**src/rtl/xadac_vhazard_if.sv**
```systemverilog
// xadac_if: four-channel decode/execute handshake bundle.
//   dec_req : valid/ready, id, instr          (master -> slave)
//   dec_rsp : valid/ready, id, accept, vd_clobber, vs_read (slave -> master)
//   exe_req : valid/ready, id, instr          (master -> slave)
//   exe_rsp : valid/ready, id, data           (slave -> master)
// Modport slv is the view of a block that receives requests.
// Modport mst is the view of a block that issues requests.
interface xadac_if #(
    parameter int IdW  = 3,
    parameter int NoVs = 3
);
    logic            dec_req_valid;
    logic            dec_req_ready;
    logic [IdW-1:0]  dec_req_id;
    logic [31:0]     dec_req_instr;

    logic            dec_rsp_valid;
    logic            dec_rsp_ready;
    logic [IdW-1:0]  dec_rsp_id;
    logic            dec_rsp_accept;
    logic            dec_rsp_vd_clobber;
    logic [NoVs-1:0] dec_rsp_vs_read;

    logic            exe_req_valid;
    logic            exe_req_ready;
    logic [IdW-1:0]  exe_req_id;
    logic [31:0]     exe_req_instr;

    logic            exe_rsp_valid;
    logic            exe_rsp_ready;
    logic [IdW-1:0]  exe_rsp_id;
    logic [31:0]     exe_rsp_data;

    modport slv (
        input  dec_req_valid, dec_req_id, dec_req_instr,
        output dec_req_ready,
        output dec_rsp_valid, dec_rsp_id, dec_rsp_accept, dec_rsp_vd_clobber, dec_rsp_vs_read,
        input  dec_rsp_ready,
        input  exe_req_valid, exe_req_id, exe_req_instr,
        output exe_req_ready,
        output exe_rsp_valid, exe_rsp_id, exe_rsp_data,
        input  exe_rsp_ready
    );

    modport mst (
        output dec_req_valid, dec_req_id, dec_req_instr,
        input  dec_req_ready,
        input  dec_rsp_valid, dec_rsp_id, dec_rsp_accept, dec_rsp_vd_clobber, dec_rsp_vs_read,
        output dec_rsp_ready,
        output exe_req_valid, exe_req_id, exe_req_instr,
        input  exe_req_ready,
        input  exe_rsp_valid, exe_rsp_id, exe_rsp_data,
        output exe_rsp_ready
    );
endinterface

```
**src/rtl/xadac_vhazard.sv**
```systemverilog
// xadac_vhazard: vector register hazard filter between an xadac slave port
// (upstream) and master port (downstream). Payloads pass straight through;
// only valid/ready are gated. Execute requests are held back on RAW, WAW
// (EnWaw) and WAR (EnWar) hazards and on reader-counter saturation.
//   clk, rstn   : clock, asynchronous active-low reset
//   slv, mst    : upstream / downstream xadac ports
//   flush_i     : drop all tracked state; blocks every handshake that cycle
//   busy_o      : per register, pending write or outstanding readers
//   idle_o      : nothing tracked at all
//   stall_o     : {WAR, WAW, RAW/saturation} for the current exe request
module xadac_vhazard #(
    parameter int NoVec = 32,
    parameter int NoVs  = 3,
    parameter int SbLen = 8,
    parameter int CntW  = 2,
    parameter bit EnWar = 1'b1,
    parameter bit EnWaw = 1'b1
) (
    input  logic             clk,
    input  logic             rstn,
    xadac_if.slv             slv,
    xadac_if.mst             mst,
    input  logic             flush_i,
    output logic [NoVec-1:0] busy_o,
    output logic             idle_o,
    output logic [2:0]       stall_o
);
    localparam int AW     = 5;
    localparam int CntMax = (2 ** CntW) - 1;

    typedef struct packed {
        logic [AW-1:0]           vd_addr;
        logic                    vd_clobber;
        logic [NoVs-1:0]         vs_read;
        logic [NoVs-1:0][AW-1:0] vs_addr;
        logic                    dreq_done;
        logic                    drsp_done;
        logic                    ereq_done;
        logic                    ersp_done;
    } entry_t;

    entry_t           sb_q   [SbLen];
    entry_t           sb_d   [SbLen];
    logic [NoVec-1:0] pend_q, pend_d;
    logic [CntW-1:0]  cnt_q  [NoVec];
    logic [CntW-1:0]  cnt_d  [NoVec];

    entry_t e_dq, e_dr, e_xq, e_xr;
    logic [NoVs-1:0][AW-1:0] xq_vs;
    logic en, dq_go, dr_go, xq_go, xr_go;
    logic hs_dq, hs_dr, hs_xq, hs_xr;
    logic raw, sat, waw, war;
    logic cnt_underflow;

    function automatic logic [AW-1:0] vs_field(input logic [31:0] instr, input int i);
        case (i)
            0:       return instr[19:15];
            1:       return instr[24:20];
            default: return instr[11:7];
        endcase
    endfunction

    assign e_dq = sb_q[slv.dec_req_id];
    assign e_dr = sb_q[mst.dec_rsp_id];
    assign e_xq = sb_q[slv.exe_req_id];
    assign e_xr = sb_q[mst.exe_rsp_id];

    // Hazards look only at registered state: a release in this cycle is seen next cycle.
    always_comb begin : p_hazard
        int n;
        raw = 1'b0;
        sat = 1'b0;
        n   = 0;
        for (int i = 0; i < NoVs; i++) begin
            xq_vs[i] = vs_field(slv.exe_req_instr, i);
        end
        for (int i = 0; i < NoVs; i++) begin
            if (e_xq.vs_read[i]) begin
                if (pend_q[xq_vs[i]]) raw = 1'b1;
                // operands naming the same register all land on one counter
                n = 0;
                for (int j = 0; j < NoVs; j++) begin
                    if (e_xq.vs_read[j] && (xq_vs[j] == xq_vs[i])) n++;
                end
                if (int'(cnt_q[xq_vs[i]]) + n > CntMax) sat = 1'b1;
            end
        end
        waw = EnWaw && e_xq.vd_clobber && pend_q[e_xq.vd_addr];
        war = EnWar && e_xq.vd_clobber && (cnt_q[e_xq.vd_addr] != '0);
    end

    assign en    = rstn & ~flush_i;
    assign dq_go = en & ~e_dq.dreq_done;
    assign dr_go = en & ~e_dr.drsp_done;
    assign xq_go = en & e_xq.drsp_done & ~e_xq.ereq_done & ~(raw | sat | waw | war);
    assign xr_go = en & e_xr.ereq_done & ~e_xr.ersp_done;

    assign mst.dec_req_valid      = slv.dec_req_valid & dq_go;
    assign slv.dec_req_ready      = mst.dec_req_ready & dq_go;
    assign mst.dec_req_id         = slv.dec_req_id;
    assign mst.dec_req_instr      = slv.dec_req_instr;

    assign slv.dec_rsp_valid      = mst.dec_rsp_valid & dr_go;
    assign mst.dec_rsp_ready      = slv.dec_rsp_ready & dr_go;
    assign slv.dec_rsp_id         = mst.dec_rsp_id;
    assign slv.dec_rsp_accept     = mst.dec_rsp_accept;
    assign slv.dec_rsp_vd_clobber = mst.dec_rsp_vd_clobber;
    assign slv.dec_rsp_vs_read    = mst.dec_rsp_vs_read;

    assign mst.exe_req_valid      = slv.exe_req_valid & xq_go;
    assign slv.exe_req_ready      = mst.exe_req_ready & xq_go;
    assign mst.exe_req_id         = slv.exe_req_id;
    assign mst.exe_req_instr      = slv.exe_req_instr;

    assign slv.exe_rsp_valid      = mst.exe_rsp_valid & xr_go;
    assign mst.exe_rsp_ready      = slv.exe_rsp_ready & xr_go;
    assign slv.exe_rsp_id         = mst.exe_rsp_id;
    assign slv.exe_rsp_data       = mst.exe_rsp_data;

    assign hs_dq = slv.dec_req_valid & slv.dec_req_ready;
    assign hs_dr = mst.dec_rsp_valid & mst.dec_rsp_ready;
    assign hs_xq = slv.exe_req_valid & slv.exe_req_ready;
    assign hs_xr = mst.exe_rsp_valid & mst.exe_rsp_ready;

    assign stall_o = (slv.exe_req_valid && e_xq.drsp_done) ? {war, waw, raw | sat} : 3'b000;

    always_comb begin : p_next
        int inc;
        int dec;
        for (int k = 0; k < SbLen; k++) sb_d[k] = sb_q[k];
        pend_d        = pend_q;
        cnt_underflow = 1'b0;
        inc           = 0;
        dec           = 0;

        if (hs_dq) begin
            sb_d[slv.dec_req_id].vd_addr   = slv.dec_req_instr[11:7];
            sb_d[slv.dec_req_id].dreq_done = 1'b1;
        end
        if (hs_dr) begin
            if (mst.dec_rsp_accept) begin
                sb_d[mst.dec_rsp_id].vd_clobber = mst.dec_rsp_vd_clobber;
                sb_d[mst.dec_rsp_id].vs_read    = mst.dec_rsp_vs_read;
                sb_d[mst.dec_rsp_id].drsp_done  = 1'b1;
            end else begin
                sb_d[mst.dec_rsp_id] = '0;
            end
        end
        if (hs_xq) begin
            sb_d[slv.exe_req_id].vs_addr   = xq_vs;
            sb_d[slv.exe_req_id].ereq_done = 1'b1;
        end
        if (hs_xr) begin
            sb_d[mst.exe_rsp_id].ersp_done = 1'b1;
        end
        // a fully retired transaction frees its ID immediately
        for (int k = 0; k < SbLen; k++) begin
            if (sb_d[k].dreq_done && sb_d[k].drsp_done && sb_d[k].ereq_done && sb_d[k].ersp_done)
                sb_d[k] = '0;
        end

        // clear first so a same-cycle set on the same register wins
        if (hs_xr && e_xr.vd_clobber) pend_d[e_xr.vd_addr] = 1'b0;
        if (hs_xq && e_xq.vd_clobber) pend_d[e_xq.vd_addr] = 1'b1;

        for (int r = 0; r < NoVec; r++) begin
            inc = 0;
            dec = 0;
            for (int i = 0; i < NoVs; i++) begin
                if (hs_xq && e_xq.vs_read[i] && (xq_vs[i] == AW'(r))) inc++;
                if (hs_xr && e_xr.vs_read[i] && (e_xr.vs_addr[i] == AW'(r))) dec++;
            end
            if (int'(cnt_q[r]) + inc < dec) cnt_underflow = 1'b1;
            cnt_d[r] = CntW'(int'(cnt_q[r]) + inc - dec);
        end

        if (flush_i) begin
            for (int k = 0; k < SbLen; k++) sb_d[k] = '0;
            pend_d = '0;
            for (int r = 0; r < NoVec; r++) cnt_d[r] = '0;
        end
    end

    always_ff @(posedge clk or negedge rstn) begin
        if (!rstn) begin
            for (int k = 0; k < SbLen; k++) sb_q[k] <= '0;
            pend_q <= '0;
            for (int r = 0; r < NoVec; r++) cnt_q[r] <= '0;
        end else begin
            for (int k = 0; k < SbLen; k++) sb_q[k] <= sb_d[k];
            pend_q <= pend_d;
            for (int r = 0; r < NoVec; r++) cnt_q[r] <= cnt_d[r];
        end
    end

    always @(posedge clk) begin
        if (rstn && !flush_i) assert (!cnt_underflow);
    end

    always_comb begin
        idle_o = ~|pend_q;
        for (int r = 0; r < NoVec; r++) begin
            busy_o[r] = pend_q[r] | (cnt_q[r] != '0);
            if (cnt_q[r] != '0) idle_o = 1'b0;
        end
        for (int k = 0; k < SbLen; k++) begin
            if (sb_q[k].dreq_done || sb_q[k].drsp_done || sb_q[k].ereq_done || sb_q[k].ersp_done)
                idle_o = 1'b0;
        end
    end
endmodule

```
**src/flat_wrapper.sv**
```systemverilog
// flat-port wrapper written by rule: the top's interface ports become plain ports
module xadac_vhazard_flat 
#(
    parameter int NoVec = 32,
    parameter int NoVs  = 3,
    parameter int SbLen = 8,
    parameter int CntW  = 2,
    parameter bit EnWar = 1'b1,
    parameter bit EnWaw = 1'b1
)
  (clk, rstn, flush_i, busy_o, idle_o, stall_o, slv_dec_req_valid, slv_dec_req_id, slv_dec_req_instr, slv_dec_req_ready, slv_dec_rsp_valid, slv_dec_rsp_id, slv_dec_rsp_accept, slv_dec_rsp_vd_clobber, slv_dec_rsp_vs_read, slv_dec_rsp_ready, slv_exe_req_valid, slv_exe_req_id, slv_exe_req_instr, slv_exe_req_ready, slv_exe_rsp_valid, slv_exe_rsp_id, slv_exe_rsp_data, slv_exe_rsp_ready, mst_dec_req_valid, mst_dec_req_id, mst_dec_req_instr, mst_dec_req_ready, mst_dec_rsp_valid, mst_dec_rsp_id, mst_dec_rsp_accept, mst_dec_rsp_vd_clobber, mst_dec_rsp_vs_read, mst_dec_rsp_ready, mst_exe_req_valid, mst_exe_req_id, mst_exe_req_instr, mst_exe_req_ready, mst_exe_rsp_valid, mst_exe_rsp_id, mst_exe_rsp_data, mst_exe_rsp_ready);
  xadac_if #(.IdW(3), .NoVs(NoVs)) slv_i ();
  xadac_if #(.IdW(3), .NoVs(NoVs)) mst_i ();
  input  logic clk;
  input  logic rstn;
  input  logic flush_i;
  output logic [NoVec-1:0] busy_o;
  output logic idle_o;
  output logic [2:0] stall_o;
  input wire logic [$bits(slv_i.dec_req_valid)-1:0] slv_dec_req_valid;
  input wire logic [$bits(slv_i.dec_req_id)-1:0] slv_dec_req_id;
  input wire logic [$bits(slv_i.dec_req_instr)-1:0] slv_dec_req_instr;
  output wire logic [$bits(slv_i.dec_req_ready)-1:0] slv_dec_req_ready;
  output wire logic [$bits(slv_i.dec_rsp_valid)-1:0] slv_dec_rsp_valid;
  output wire logic [$bits(slv_i.dec_rsp_id)-1:0] slv_dec_rsp_id;
  output wire logic [$bits(slv_i.dec_rsp_accept)-1:0] slv_dec_rsp_accept;
  output wire logic [$bits(slv_i.dec_rsp_vd_clobber)-1:0] slv_dec_rsp_vd_clobber;
  output wire logic [$bits(slv_i.dec_rsp_vs_read)-1:0] slv_dec_rsp_vs_read;
  input wire logic [$bits(slv_i.dec_rsp_ready)-1:0] slv_dec_rsp_ready;
  input wire logic [$bits(slv_i.exe_req_valid)-1:0] slv_exe_req_valid;
  input wire logic [$bits(slv_i.exe_req_id)-1:0] slv_exe_req_id;
  input wire logic [$bits(slv_i.exe_req_instr)-1:0] slv_exe_req_instr;
  output wire logic [$bits(slv_i.exe_req_ready)-1:0] slv_exe_req_ready;
  output wire logic [$bits(slv_i.exe_rsp_valid)-1:0] slv_exe_rsp_valid;
  output wire logic [$bits(slv_i.exe_rsp_id)-1:0] slv_exe_rsp_id;
  output wire logic [$bits(slv_i.exe_rsp_data)-1:0] slv_exe_rsp_data;
  input wire logic [$bits(slv_i.exe_rsp_ready)-1:0] slv_exe_rsp_ready;
  output wire logic [$bits(mst_i.dec_req_valid)-1:0] mst_dec_req_valid;
  output wire logic [$bits(mst_i.dec_req_id)-1:0] mst_dec_req_id;
  output wire logic [$bits(mst_i.dec_req_instr)-1:0] mst_dec_req_instr;
  input wire logic [$bits(mst_i.dec_req_ready)-1:0] mst_dec_req_ready;
  input wire logic [$bits(mst_i.dec_rsp_valid)-1:0] mst_dec_rsp_valid;
  input wire logic [$bits(mst_i.dec_rsp_id)-1:0] mst_dec_rsp_id;
  input wire logic [$bits(mst_i.dec_rsp_accept)-1:0] mst_dec_rsp_accept;
  input wire logic [$bits(mst_i.dec_rsp_vd_clobber)-1:0] mst_dec_rsp_vd_clobber;
  input wire logic [$bits(mst_i.dec_rsp_vs_read)-1:0] mst_dec_rsp_vs_read;
  output wire logic [$bits(mst_i.dec_rsp_ready)-1:0] mst_dec_rsp_ready;
  output wire logic [$bits(mst_i.exe_req_valid)-1:0] mst_exe_req_valid;
  output wire logic [$bits(mst_i.exe_req_id)-1:0] mst_exe_req_id;
  output wire logic [$bits(mst_i.exe_req_instr)-1:0] mst_exe_req_instr;
  input wire logic [$bits(mst_i.exe_req_ready)-1:0] mst_exe_req_ready;
  input wire logic [$bits(mst_i.exe_rsp_valid)-1:0] mst_exe_rsp_valid;
  input wire logic [$bits(mst_i.exe_rsp_id)-1:0] mst_exe_rsp_id;
  input wire logic [$bits(mst_i.exe_rsp_data)-1:0] mst_exe_rsp_data;
  output wire logic [$bits(mst_i.exe_rsp_ready)-1:0] mst_exe_rsp_ready;
  assign slv_i.dec_req_valid = slv_dec_req_valid;
  assign slv_i.dec_req_id = slv_dec_req_id;
  assign slv_i.dec_req_instr = slv_dec_req_instr;
  assign slv_dec_req_ready = slv_i.dec_req_ready;
  assign slv_dec_rsp_valid = slv_i.dec_rsp_valid;
  assign slv_dec_rsp_id = slv_i.dec_rsp_id;
  assign slv_dec_rsp_accept = slv_i.dec_rsp_accept;
  assign slv_dec_rsp_vd_clobber = slv_i.dec_rsp_vd_clobber;
  assign slv_dec_rsp_vs_read = slv_i.dec_rsp_vs_read;
  assign slv_i.dec_rsp_ready = slv_dec_rsp_ready;
  assign slv_i.exe_req_valid = slv_exe_req_valid;
  assign slv_i.exe_req_id = slv_exe_req_id;
  assign slv_i.exe_req_instr = slv_exe_req_instr;
  assign slv_exe_req_ready = slv_i.exe_req_ready;
  assign slv_exe_rsp_valid = slv_i.exe_rsp_valid;
  assign slv_exe_rsp_id = slv_i.exe_rsp_id;
  assign slv_exe_rsp_data = slv_i.exe_rsp_data;
  assign slv_i.exe_rsp_ready = slv_exe_rsp_ready;
  assign mst_dec_req_valid = mst_i.dec_req_valid;
  assign mst_dec_req_id = mst_i.dec_req_id;
  assign mst_dec_req_instr = mst_i.dec_req_instr;
  assign mst_i.dec_req_ready = mst_dec_req_ready;
  assign mst_i.dec_rsp_valid = mst_dec_rsp_valid;
  assign mst_i.dec_rsp_id = mst_dec_rsp_id;
  assign mst_i.dec_rsp_accept = mst_dec_rsp_accept;
  assign mst_i.dec_rsp_vd_clobber = mst_dec_rsp_vd_clobber;
  assign mst_i.dec_rsp_vs_read = mst_dec_rsp_vs_read;
  assign mst_dec_rsp_ready = mst_i.dec_rsp_ready;
  assign mst_exe_req_valid = mst_i.exe_req_valid;
  assign mst_exe_req_id = mst_i.exe_req_id;
  assign mst_exe_req_instr = mst_i.exe_req_instr;
  assign mst_i.exe_req_ready = mst_exe_req_ready;
  assign mst_i.exe_rsp_valid = mst_exe_rsp_valid;
  assign mst_i.exe_rsp_id = mst_exe_rsp_id;
  assign mst_i.exe_rsp_data = mst_exe_rsp_data;
  assign mst_exe_rsp_ready = mst_i.exe_rsp_ready;
  xadac_vhazard #(.NoVec(NoVec), .NoVs(NoVs), .SbLen(SbLen), .CntW(CntW), .EnWar(EnWar), .EnWaw(EnWaw)) u_core (.clk(clk), .rstn(rstn), .slv(slv_i), .mst(mst_i), .flush_i(flush_i), .busy_o(busy_o), .idle_o(idle_o), .stall_o(stall_o));
endmodule
```
**config.mk**
```make
export PLATFORM = sky130hd
export DESIGN_NAME = xadac_vhazard_flat
export DESIGN_NICKNAME = d
export VERILOG_FILES = /design/src/rtl/xadac_vhazard_if.sv /design/src/rtl/xadac_vhazard.sv /design/src/flat_wrapper.sv
export SDC_FILE = /design/constraint.sdc
export NUM_CORES = 1
export LEC_CHECK = 0
export BUFFER_PORTS_ARGS = -buffer_cell sky130_fd_sc_hd__buf_2
export CAP_MARGIN = 20
export CELL_PAD_IN_SITES_DETAIL_PLACEMENT = 1
export CELL_PAD_IN_SITES_GLOBAL_PLACEMENT = 1
export CORE_MARGIN = 1.5
export CORE_UTILIZATION = 51
export DETAILED_ROUTE_END_ITERATION = 8
export PLACE_DENSITY_LB_ADDON = 0.3
export SKIP_LAST_GASP = 1
export SYNTH_ARGS = -nofsm -noshare
export SYNTH_HDL_FRONTEND = slang
export SYNTH_SLANG_ARGS = --single-unit
```
**constraint.sdc**
```tcl
create_clock -name clk -period 18.1 [get_ports clk]
set_input_delay 1.81 -clock clk [delete_from_list [all_inputs] [get_ports clk]]
set_output_delay 1.81 -clock clk [all_outputs]
set_load 0.02 [all_outputs]
```
==> summary.txt, run 1 <==
Most frequent cells in the layout: nand2_1 (328), dfrtp_1 (320), mux2i_1 (211), ha_1 (199), nor2_1 (175)
Grt ovf: 0
Gate power share: 0.122
Clock skew: 0.03703 ns
Vias in the first global route: 30580
Synthesized net count: 3729
Sequential fraction of the synthesis area: 0.2643
Worst Path Arrival: 10.36 ns
Crit-path slowest cell: nor4_4
Status: completed
Hold Crit Start: u_core.sb_q[13]
Max Clk Rate: 100.7 MHz
Mux contribution to synthesized area: 0.1518
P_sw: 533.7 uW
Hold Buf Count CTS: 0
Synth Area in XOR/XNOR: 0.04249
TritonRoute pass-1 iters: 7
Crit path time final: 9.935 ns
Gr usage total: 0.4329
Via count: 29620
Synth Area in Adders: 0.08218
Total Wirelength: 134100 um
Cell area after synthesis: 0.03030 mm^2
Syn_area_per_cell: 8.896 um^2
Final setup viols: 0
End of the worst register-to-register path: u_core.cnt_q[33]
CTS H-tree depth: 2
MaxCap Viol Count: 0
EDFF count, synth: 0
DRC Markers: 0
Reg2reg start: u_core.sb_q[49]
Tcrit/Tclk final: 0.5489
Slowest stage delay, CP: 1.01 ns
Final GP Congestion: 1.003
Unrepaired setup endpoints after global routing: false
CTS max path bufs: 3
Worst path most repeated cell: ha_1
Clock Latency Late Sink: 0.60 ns
Via-to-Cell Ratio: 7.167
Cts repair resizes: 0
Main combinational cell family by area after synthesis: simple AND/OR/NAND/NOR gates
Critical Path Start Type: input port
Rel. slew slack: 0.2224
TritonCTS Buffers: 41
Clk Tree Root Cell: clkbuf_16
Ys Warns: 0
Post-synth ARST share: 1.000
Total negative slack: 0 ns
DP Wirelength: 94490 um
DIE AREA: 0.06088 mm^2
Post-synthesis compound-gate area fraction: 0.1041
Part of the power in registers: 0.398
Net Sw Frac: 0.2963
Critical path class: in2reg
CP Capture Type: flop
Share of cells above drive strength 1: 0.1490
Placed Instance Area: 0.03083 mm^2
Worst Hold Path EP: u_core.sb_q[13]
Initial drt markers: 3419
Initial antenna violation count: 3
Yosys reg bits: 320
Path depth of the worst reg2reg path: 27
Die Ht: 246.7 um
Starting density of the core: 0.5143
Unique masters post-synth: 93
Class of the worst hold path: reg2reg
Crit path max fanout: 37
Reg-to-reg slack, setup: 9.64 ns
Post-CTS Setup Bufs: 0
IO Pins: 281
Area Growth Syn to Fin: 6.616%
Cell internal pwr: 1.267 mW
Reg clk slew, reported paths: 0.06 ns
Pwr dens: 55.76 mW/mm^2
Nets: 3648
Simple-gate share of the synthesized area: 0.2736
Core area: 0.05891 mm^2
Port Buffer Count: 128
Worst Max-Slew Pin Slew: 1.156 ns
Die X: 246.7 um
Routed length per instance: 32.45 um
Maximum number of pins on one net before global-route repair: 167
Final hold violations: 0
Final antenna-violating net count: 0
Clock power share: 0.480
Ys flop type: dfrtp_1
Std-Cell Rows: 89
Design Area, Final: 0.03230 mm^2
Post-layout util: 0.5484
Cells after synthesis: 3406
Clk sinks: 320
Most common cell after layout, fill and taps aside: nand2_1
Hold Path Stages: 1
P_leak: 14.94 nW
CP required: 18.52 ns
CTS tree: done
VDD IR-drop max: 0.06239 mV
Max Slew Vio Count: 0
First-pass GRT wire length: 196400 um
-- state kept, by name, indices dropped and copies added, names as in the netlist --
signal / flops
u_core.cnt_q: 64
u_core.sb_q: 224
u_core.pend_q: 32
-- critical path: cells and delay by family --
| family | cells | cell delay [ns] |
|---|---|---|
| AND/OR/NAND/NOR | 10 | 3.74 |
| XOR/XNOR | 3 | 0.65 |
| adder cells (fa/ha/maj) | 4 | 0.81 |
| AO/OA/AOI/OAI | 5 | 1.03 |
| buffers and inverters | 4 | 0.71 |
| multiplexers | 3 | 1.56 |
-- per-layer routing --
metal / GRT usage / up-vias / routed length (um)
met3: 0.1350 / 551 / 16650
met2: 0.6472 / 2066 / 57490
li1: - / 12040 / -
met1: 0.5448 / 14960 / 51030
met5: 0 / - / 0
met4: 0.2647 / 0 / 8956
-- final cells by class --
type                    count  area, um^2
fillers                  6815       26600
multi-input cells        2588       19980
flip-flops and latches    320        8008
repair buffers            214        1354
clock buffers              57        1207
well taps                 773       967.2
inverters                 160       600.6
clock inverters            17       180.2
diodes                      4       10.01
-- synthesized netlist by cell type, drive strengths merged (65+ instances only) --
library cell,number,area share
nand2,329,0.041
dfrtp,320,0.26
mux2i,211,0.070
ha,199,0.082
buf,197,0.044
nor2,176,0.022
inv,159,0.020
nor3,152,0.026
clkbuf,141,0.017
nor4,116,0.033
nand3,111,0.018
xor2,103,0.030
mux4,91,0.068
nor2b,89,0.018
and2,80,0.017
nand3b,67,0.017
o21ai,65,0.011
-- power groups by stage --
stage | combinational [mW] | clock [mW] | sequential (mW)
5_1_grt | 0.226 | 0.894 | 0.717
6_report | 0.219 | 0.865 | 0.718
2_1_floorplan | 0.148 | 0 | 0.730
3_5_place_dp | 0.210 | 0 | 0.731
3_3_place_gp | 0.205 | 0 | 0.731
4_1_cts | 0.211 | 0.867 | 0.718
-- logic make-up (layout without fill, tap and decap cells) --
group,count (synthesis),count (layout)
adders and majority gates,199,199
DFF,320,320
and+or+nand+nor,1467,1467
other,0,4
muxes,341,341
xor gates and xnor gates,147,147
buffers and inverters,498,448
AOI/OAI and AO/OA,434,434
-- stage by stage --
stage / hold slack (ns) / power, mW / worst slack, ns / std cells
floorplan: 0.4676 / 0.8780 / 8.850 / 3406
global placement: 0.4850 / 0.9353 / 8.343 / 4046
detailed placement: 0.4908 / 0.9403 / 7.987 / 4048
CTS: 0.5074 / 1.795 / 8.517 / 4122
global route: 0.5221 / 1.837 / 7.910 / 4129
finish: 0.5149 / 1.801 / 8.165 / 4133
-- worst max path at each step --
stage                                      from  depth (start not counted)                to
after global routing          slv_exe_req_id[1]                         29  u_core.cnt_q[59]
final                         slv_exe_req_id[1]                         29  u_core.cnt_q[33]
after CTS                     slv_exe_req_id[1]                         29  u_core.cnt_q[29]
after floorplan           slv_exe_req_instr[20]                         29  u_core.cnt_q[59]
after detailed placement      slv_exe_req_id[1]                         29  u_core.cnt_q[29]
after global placement        slv_exe_req_id[1]                         29  u_core.cnt_q[59]
Power figures use the tool's default switching activity.
==> run 2: changes to the inputs <==
--- a/config.mk
+++ b/config.mk
@@ -5,12 +5,13 @@
 export SDC_FILE = /design/constraint.sdc
 export NUM_CORES = 1
 export LEC_CHECK = 0
+export ABC_AREA = 1
 export BUFFER_PORTS_ARGS = -buffer_cell sky130_fd_sc_hd__buf_2
 export CAP_MARGIN = 20
 export CELL_PAD_IN_SITES_DETAIL_PLACEMENT = 1
 export CELL_PAD_IN_SITES_GLOBAL_PLACEMENT = 1
 export CORE_MARGIN = 1.5
-export CORE_UTILIZATION = 51
+export CORE_UTILIZATION = 44
 export DETAILED_ROUTE_END_ITERATION = 8
 export PLACE_DENSITY_LB_ADDON = 0.3
 export SKIP_LAST_GASP = 1
==> constraint.sdc (replaced) <==
create_clock -name clk -period 9.3 [get_ports clk]
set_input_delay 0.93 -clock clk [delete_from_list [all_inputs] [get_ports clk]]
set_output_delay 0.93 -clock clk [all_outputs]
set_load 0.02 [all_outputs]
==> summary.txt, run 2 <==
Class of the worst hold path: in2async
EDFF count, synth: 0 (unchanged)
Cells after synthesis: 4568 (+34%)
Top Usage Layer GRT: met2
Reg2reg start: u_core.sb_q[79]
Unrepaired setup endpoints after global routing: false
Crit path time final: 7.382 ns
TritonCTS Buffers: 42 (+2.4%)
Routing usage on met3: 0.1252 (-0.009860)
CP required: 9.78 ns (-8.74 ns)
Reg-to-reg slack, setup: 2.84 ns (-6.80 ns)
Vias in the first global route: 33310 (+8.9%)
CP Capture Type: flop
Fill cell count: 9021 (+32%)
Max Slew Vio Count: 0 (unchanged)
Clk Tree Root Cell: clkbuf_16
Initial drt markers: 3785 (+11%)
Final antenna-violating net count: 0 (unchanged)
Biggest regs: u_core.sb_q: 224 flops, u_core.cnt_q: 64 flops, u_core.pend_q: 32 flops
Unique masters post-synth: 57 (-39%)
VDD IR-drop max: 0.1236 mV (+98%)
Reg clk slew, reported paths: 0.06 ns (about the same)
Path depth of the worst reg2reg path: 34 (+26%)
Ys flop type: dfrtp_1
MaxCap Viol Count: 0 (unchanged)
Final hold violations: 0 (unchanged)
Port Buffer Count: 128 (unchanged)
P_leak: 16.86 nW (+13%)
Die Ht: 263.2 um (+6.7%)
Cell area after synthesis: 0.02979 mm^2 (-1.7%)
Crit-path slowest cell: inv_1
Worst Path Arrival: 7.86 ns (-2.50 ns)
Rel. slew slack: 0.2350 (+0.01256)
Synth Area in XOR/XNOR: 0.04116 (-0.001333)
Hold Worst Slack: 0.2240 ns (-0.2909 ns)
WP buf/inv: 6 (+2)
Total negative slack: 0 ns (unchanged)
Post-synthesis compound-gate area fraction: 0.1332 (+0.02907)
Max FFs per register: 224 (unchanged)
Status: completed
First-pass GRT wire length: 214700 um (+9.3%)
Most frequent cells in the layout: nand2_1 (1046), inv_1 (679), nor2_1 (502), dfrtp_1 (320), nor3_1 (292)
Critical Path Start Type: input port
DP Wirelength: 105700 um (+12%)
Post-CTS Setup Bufs: 0 (unchanged)
Post-synth top area share: 0.2688 (+0.004507)
Tot Pwr: 3.801 mW (+110%)
Pwr dens: 118.8 mW/mm^2 (+110%)
Via count: 33600 (+13%)
Post-synth ARST share: 1.000 (unchanged)
Placed cell count: 5328 (+32%)
Synth Area in Adders: 0.08358 (+0.001401)
DRC Markers: 0 (unchanged)
Most frequent cell after synthesis: nand2_1
CTS max path bufs: 3 (unchanged)
Share of cells above drive strength 1: 0.08265 (-0.06633)
Post-synth top area cell: dfrtp_1
End of the worst register-to-register path: u_core.cnt_q[23]
CTS H-tree depth: 2 (unchanged)
GR Util met1: 0.5398 (-0.005052)
Tcrit/Tclk final: 0.7938
Maximum number of pins on one net before global-route repair: 77 (-54%)
Std-Cell Rows: 95 (+6.7%)
GRT met2 Usage: 0.5922 (-0.05506)
DIE AREA: 0.06928 mm^2 (+14%)
Final non-filler cell total: 5413 (+31%)
Yosys reg bits: 320 (unchanged)
Routed length per instance: 26.89 um (-17%)
Die X: 263.2 um (+6.7%)
Worst Max-Slew Pin Slew: 1.148 ns (-0.008187 ns)
Slowest stage delay, CP: 0.60 ns (-0.41 ns)
Cts repair resizes: 0 (unchanged)
Total Wirelength: 145500 um (+8.5%)
Hold Buf Count CTS: 0 (unchanged)
Main combinational cell family by area after synthesis: simple AND/OR/NAND/NOR gates
Mux contribution to synthesized area: 0.002352 (-0.1495)
Delay-heaviest family, CP: simple AND/OR/NAND/NOR gates
Nets: 4826 (+32%)
Sequential fraction of the synthesis area: 0.2688 (+0.004507)
Ys Warns: 0 (unchanged)
Clock Latency Late Sink: 0.61 ns (about the same)
Final GP Congestion: 1.050 (+4.8%)
IO Pins: 281 (unchanged)
Initial antenna violation count: 3 (unchanged)
Clk sinks: 320 (unchanged)
Max Clk Rate: 135.5 MHz
Most common cell after layout, fill and taps aside: nand2_1
Gr usage total: 0.4113 (-0.02158)
Crit path max fanout: 16 (-57%)
Largest Register: u_core.sb_q
Grt ovf: 0 (unchanged)
TritonRoute pass-1 iters: 6 (-1)
Simple-gate share of the synthesized area: 0.3218 (+0.04822)
Synth cell count leaders: nand2_1 (1046), inv_1 (679), nor2_1 (511)
Clock skew: 0.02476 ns (-0.01227 ns)
Syn_area_per_cell: 6.522 um^2 (-27%)
Setup crit start: slv_exe_req_instr[8]
Core area: 0.06704 mm^2 (+14%)
Synthesized net count: 4891 (+31%)
Area Growth Syn to Fin: 7.425%
Synth top area cells: dfrtp_1 (27%), nand2_1 (13%), inv_1 (8.6%)
CTS tree: done
Final setup viols: 0 (unchanged)
Via-to-Cell Ratio: 6.208 (-13%)
Starting density of the core: 0.4444 (-0.06997)
Critical path class: in2reg
-- run 2: per-stage QoR --
step	utilization	setup WS (ns)	instance area [um^2]
6_report	0.4774	1.918	32000
5_1_grt	0.4773	1.500	32000
4_1_cts	0.4761	2.127	31910
3_5_place_dp	0.4536	1.510	30410
3_3_place_gp	0.4534	1.821	30400
2_1_floorplan	-	3.507	29790
-- run 2: layout make-up --
cell class	instances	area, um^2	area share
Clock inverter	21	275.3	0.008601
Multi-Input combinational cell	3229	17390	0.5434
Timing Repair Buffer	212	1378	0.04304
Sequential cell	320	8008	0.2502
Clock buffer	57	1229	0.03839
Inverter	698	2625	0.08202
Tap cell	873	1092	0.03413
Antenna cell	3	7.507	0.0002346
-- run 2: power breakdown --
group          internal, mW  switching [mW]  total (mW)
combinational         0.119           0.455       0.574
sequential             1.40         0.00442        1.40
clock                  1.07           0.754        1.83
-- run 2: kinds of logic after synthesis --
| family | count (synthesis) |
|---|---|
| simple gates | 2215 |
| buf+inv | 1019 |
| compound gates | 668 |
| flops | 320 |
| fa+ha+maj | 199 |
| xor+xnor | 140 |
| mux | 7 |
-- run 2: worst max path at each step --
stage | endpoint | cells after the start
after floorplan | u_core.cnt_q[9] | 36
after global placement | u_core.cnt_q[1] | 36
after detailed placement | u_core.cnt_q[23] | 36
after CTS | u_core.cnt_q[23] | 36
after global routing | u_core.cnt_q[15] | 34
final | u_core.cnt_q[23] | 33
-- run 2: per-layer routing --
layer,vias up,wire (um),part of all wire
li1,14530,-,-
met1,16430,58100,0.40
met2,2143,59710,0.41
met3,503,18080,0.12
met4,4,9598,0.066
met5,-,63,0.00043
-- run 2: worst register-to-register path, delay by kind of cell (launching register included) --
kind / cells / cell delay [ns]
compound gates: 2 / 0.28
buf+inv: 5 / 0.68
simple gates: 22 / 3.95
flops: 1 / 0.36
fa+ha+maj: 2 / 0.45
xor+xnor: 3 / 0.63
